===== config.mk =====
export PLATFORM = sky130hd
export DESIGN_NAME = axis_s
export DESIGN_NICKNAME = d
export VERILOG_FILES = /design/src/rtl/axis_s.sv
export SDC_FILE = /design/constraint.sdc
export NUM_CORES = 1
export LEC_CHECK = 0
export ABC_CLOCK_PERIOD_IN_PS = 2300
export CORE_UTILIZATION = 50
export DETAILED_ROUTE_END_ITERATION = 10
export HOLD_SLACK_MARGIN = 0.05
export PLACE_DENSITY_LB_ADDON = 0.08
export SYNTH_ARGS = -nofsm -noshare
export SYNTH_HDL_FRONTEND = slang
export SYNTH_SLANG_ARGS = --single-unit

===== constraint.sdc =====
create_clock -name s_axis_aclk -period 2.3 [get_ports s_axis_aclk]
set_input_delay 0.23 -clock s_axis_aclk [delete_from_list [all_inputs] [get_ports s_axis_aclk]]
set_output_delay 0.23 -clock s_axis_aclk [all_outputs]
set_load 0.02 [all_outputs]

===== src/rtl/axis_s.sv =====
// rtl/axis_s.sv - AXI-Stream slave into a first-word-fall-through FIFO with packet length/count tracking
module axis_s #(
    parameter int DATA_W = 8,
    parameter int DEPTH  = 16
) (
    input  logic              s_axis_aclk,
    input  logic              s_axis_aresetn,
    input  logic [DATA_W-1:0] s_axis_tdata,
    input  logic              s_axis_tvalid,
    input  logic              s_axis_tlast,
    output logic              s_axis_tready,
    output logic [DATA_W-1:0] dout,
    output logic              dout_last,
    output logic              dout_valid,
    input  logic              rd_en,
    output logic [7:0]        pkt_count,
    output logic [7:0]        pkt_len,
    output logic              fifo_full,
    output logic              fifo_empty
);

    localparam int AW = $clog2(DEPTH);
    localparam int CW = AW + 1;

    typedef enum logic {IDLE, RECV} state_t;

    logic [DATA_W:0] mem_q [DEPTH];
    logic [AW-1:0]   wr_ptr_q;
    logic [AW-1:0]   rd_ptr_q;
    logic [CW-1:0]   count_q;
    logic [CW-1:0]   count_d;
    logic            rdy_q;
    logic            push;
    logic            pop;

    state_t          state_q;
    logic [7:0]      beat_cnt_q;
    logic [7:0]      pkt_len_q;
    logic [7:0]      pkt_count_q;

    assign push = s_axis_tvalid & rdy_q;
    assign pop  = rd_en & ~fifo_empty;

    always_comb begin
        count_d = count_q;
        if (push && !pop) begin
            count_d = count_q + 1'b1;
        end else if (pop && !push) begin
            count_d = count_q - 1'b1;
        end
    end

    // Ready is registered from the next occupancy, so it stays low in reset and
    // a pop from a full FIFO only reopens the input on the following cycle.
    always_ff @(posedge s_axis_aclk or negedge s_axis_aresetn) begin
        if (!s_axis_aresetn) begin
            wr_ptr_q <= '0;
            rd_ptr_q <= '0;
            count_q  <= '0;
            rdy_q    <= 1'b0;
        end else begin
            if (push) begin
                wr_ptr_q <= wr_ptr_q + 1'b1;
            end
            if (pop) begin
                rd_ptr_q <= rd_ptr_q + 1'b1;
            end
            count_q <= count_d;
            rdy_q   <= (count_d != CW'(DEPTH));
        end
    end

    always_ff @(posedge s_axis_aclk) begin
        if (push) begin
            mem_q[wr_ptr_q] <= {s_axis_tlast, s_axis_tdata};
        end
    end

    always_ff @(posedge s_axis_aclk or negedge s_axis_aresetn) begin
        if (!s_axis_aresetn) begin
            state_q     <= IDLE;
            beat_cnt_q  <= '0;
            pkt_len_q   <= '0;
            pkt_count_q <= '0;
        end else if (push) begin
            case (state_q)
                IDLE: begin
                    if (s_axis_tlast) begin
                        pkt_len_q   <= 8'd1;
                        pkt_count_q <= pkt_count_q + 8'd1;
                    end else begin
                        beat_cnt_q <= 8'd1;
                        state_q    <= RECV;
                    end
                end
                RECV: begin
                    if (s_axis_tlast) begin
                        pkt_len_q   <= (beat_cnt_q == 8'hFF) ? 8'hFF : beat_cnt_q + 8'd1;
                        pkt_count_q <= pkt_count_q + 8'd1;
                        beat_cnt_q  <= '0;
                        state_q     <= IDLE;
                    end else if (beat_cnt_q != 8'hFF) begin
                        beat_cnt_q <= beat_cnt_q + 8'd1;
                    end
                end
                default: state_q <= IDLE;
            endcase
        end
    end

    assign fifo_full     = (count_q == CW'(DEPTH));
    assign fifo_empty    = (count_q == '0);
    assign s_axis_tready = rdy_q;
    assign dout_valid    = ~fifo_empty;
    assign dout          = mem_q[rd_ptr_q][DATA_W-1:0];
    assign dout_last     = ~fifo_empty & mem_q[rd_ptr_q][DATA_W];
    assign pkt_count     = pkt_count_q;
    assign pkt_len       = pkt_len_q;

endmodule

==> qor.txt <==
Hold Crit Class = input port to async pin
Post-Synthesis Cells = 414
DR iter-0 viols = 378
sequential share of the synthesized area = 71.3%
worst endpoint required time = 2.07 ns
status = complete, but fails checks
via count = 3,938
Layout area overhead = 23.4%
IO Port Bufs = 41
Max Fanout on Critical Path = 8
ys async rst share = 21.3%
Die Wd = 124 µm
Max Freq = 398 MHz
dpl hpwl = 9.94 mm
area leader, netlist = edfxtp_1
Yosys top cell area share = 58.2%
Worst Setup Path Type = flop to output port
num ports = 42
DIE AREA = 15,400 µm²
max-cap viol count = 0
Final WS setup = -0.214 ns
Startpoint Class = flop
vias per cell = 5.61
Top FF cell, synth = edfxtp_1
post-synthesis mux area share = 14.1%
FF+latch count, synth = 183
std cell rows = 44
clock sinks = 183
library cells used by synthesis = 40
CTS HTree Levels = 4
CTS Buffer Depth = 2
compound-gate portion of the synthesized area = 3.20%
DR DRC count = 0
Layout Skew = 0.00580 ns
initial antenna violation count = 0
Slew headroom = 41.0%
final setup fails = 9
number of synthesized flops with an enable pin = 144
share of cells above drive strength 1 = 29.2%
Final Critical Period = 2.51 ns
grt ovf = 0
PwrDens = 1210 nW/µm²
largest net degree at the start of global routing = 40
first-pass GRT wire length = 23.1 mm
peak supply drop = 0.000608 V
crit path DAT = 2.28 ns
Final #Nets = 527
Syn Std Cell Area = 7430 µm²
final hold viol count = 0
Cells after DPL = 661
final hold slack = 0.462 ns
syn nets = 436
Post-DRT Antenna Nets = 0
initial cell density of the core = 51.1%
Synth Area in XOR/XNOR = 2.59%
max-slew violations = 0
largest cells by area after synthesis = edfxtp_1, mux4_2, dfrtp_1
fin cells = 702
Die Span Y = 124 µm
Synth Area in Adders = 1.65%
failing checks = negative setup slack
worst slew pin tran = 0.885 ns
DR pass1 iterations = 4
# diodes = 0
CTS tree = done
unrepaired setup endpoints after global routing = true
Root Driver = clkbuf_16
Worst Setup Slack post-DPL = -0.179 ns
Synth Area in Simple Gates = 5.72%
clock buffer count from CTS = 17
Avg Cell Area, Syn = 18.0 µm²
Final Util = 63.1%
routability cong. = 0.834
core area = 14,500 µm²
combinational family with the most area after synthesis = multiplexers
vias in the first global route = 3,948
P_leak = 3.25 nW
Clk Latency, worst-skew pair = 0.43 ns
element type at the critical path end = output port
number of synthesis warnings = 0
Tcrit/Tclk final = 109%
DR WL/cell = 21.3 µm
Routed WL = 15.0 mm
clock transition at the registers of the reported paths = 0.06 ns
Total GRT Usage = 21.6%
## cell usage in the layout, fill, tap and decap left out, types with 2 or more instances in the layout
cell type,synthesis,final
inv_1,6,4
nor2_1,21,21
nor4b_1,3,3
nand2b_1,4,4
bufinv_16,0,3
clkinv_4,0,2
inv_6,0,3
edfxtp_1,144,144
nor3_1,8,6
mux4_2,45,45
and2_4,1,2
nand4_1,5,5
clkdlybuf4s50_1,0,28
o21ai_0,21,20
ha_1,9,8
xor2_1,6,6
a21oi_1,2,2
dlygate4sd2_1,0,3
nor3_2,0,2
buf_12,0,9
clkinvlp_4,0,2
mux2_2,2,2
clkinv_1,0,2
dfrtp_1,39,38
nand3_1,8,8
inv_2,0,2
and2_1,3,2
a22o_1,4,4
buf_6,1,13
buf_4,0,36
and3_1,2,2
xnor2_1,16,15
clkbuf_16,0,18
nand2_1,30,30
## flip-flops by register name, indices dropped and copies added (netlist names)
register / count
count_q: 5
state_q: 1
mem_q: 144
rd_ptr_q: 4
wr_ptr_q: 4
s_axis_tready: 1
pkt_count: 8
beat_cnt_q: 8
pkt_len: 8
## synthesized netlist by cell type (all sizes together), types with 2 or more instances
cell type,instances
dfrtp,39
nand3,8
nor4b,3
nand2b,4
clkbuf,13
nor3,8
and2,4
xnor2,16
a22o,4
ha,9
inv,6
buf,7
mux4,45
a21oi,2
xor2,6
and3,2
edfxtp,144
nand2,30
mux2,2
nor2,21
o21ai,21
nand4,5
## per-layer routing
| metal | up-vias | GRT usage, % | wire length, µm |
|---|---|---|---|
| met4 | 0 | 7.51 | 243 |
| met1 | 2004 | 32.6 | 6940 |
| met3 | 24 | 4.72 | 779 |
| met2 | 100 | 31.3 | 7020 |
| met5 | - | 0 | 0 |
| li1 | 1810 | - | - |
## final cells by class
cell class                      instances  area (µm²)
Inverter                                6        22.5
Fill cell                            1076        5360
Multi-Input combinational cell        205        2070
Timing Repair Buffer                   92         943
Clock inverter                         14         173
Tap cell                              184         230
Sequential cell                       183        5300
Clock buffer                           18         429
## final timing paths
path                       slack (ns)      startpoint       endpoint  depth (start not counted)
setup / recovery                -0.21     rd_ptr_q[0]        dout[4]                          5
hold / removal                   0.46  s_axis_aresetn     count_q[3]                          2
setup reg to reg                 0.07      count_q[1]  s_axis_tready                          8
hold reg to reg                  0.47    pkt_count[7]   pkt_count[7]                          1
max in group asynchronous        1.23  s_axis_aresetn    rd_ptr_q[0]                          2
min in group s_axis_aclk         0.47    pkt_count[7]   pkt_count[7]                          1
## cells by family (layout without fill, tap and decap cells)
group                      Yosys count  count (layout)
DFF                                183             183
and+or+nand+nor                     89              89
muxes                               48              48
AOI/OAI and AO/OA                   36              36
buffers and inverters               26             130
xor gates and xnor gates            22              22
adders and majority gates           10              10
## power breakdown
part	leakage [nW]	internal, mW	switching, mW	total, mW
logic	1.16	2.12	1.75	3.87
registers	1.79	4.02	0.280	4.30
clock network	0.288	1.72	1.22	2.94
total	3.25	7.86	3.25	11.1
## through the flow
stage          total power, mW  TNS (ns)  cell area [µm²]
3_3_place_gp              7.93     -1.28             8420
4_1_cts                   10.9     -2.25             9060
3_5_place_dp              7.99     -1.38             8420
2_1_floorplan             6.52     -1.30             7460
5_1_grt                   11.6     -2.24             9170
6_report                  11.1     -1.71             9170
## worst max-delay path, stage by stage (launching register included)
cell and delay (ns):
dfrtp_2 0.40, buf_12 0.15, clkbuf_16 0.15, mux4_2 0.49, mux4_2 0.50, buf_6 0.15
## timing repair
action | 4_1_cts | 5_1_grt
setup endpoints to repair | 13 | 10
hold endpoints to repair | 39 | 0
hold buffers | 1 | 0
setup buffers | 4 | 3
resized for setup | 52 | 19
pin swaps | 3 | 1
cloned | 0 | 1
No activity file was read; power rests on OpenSTA's default activity.
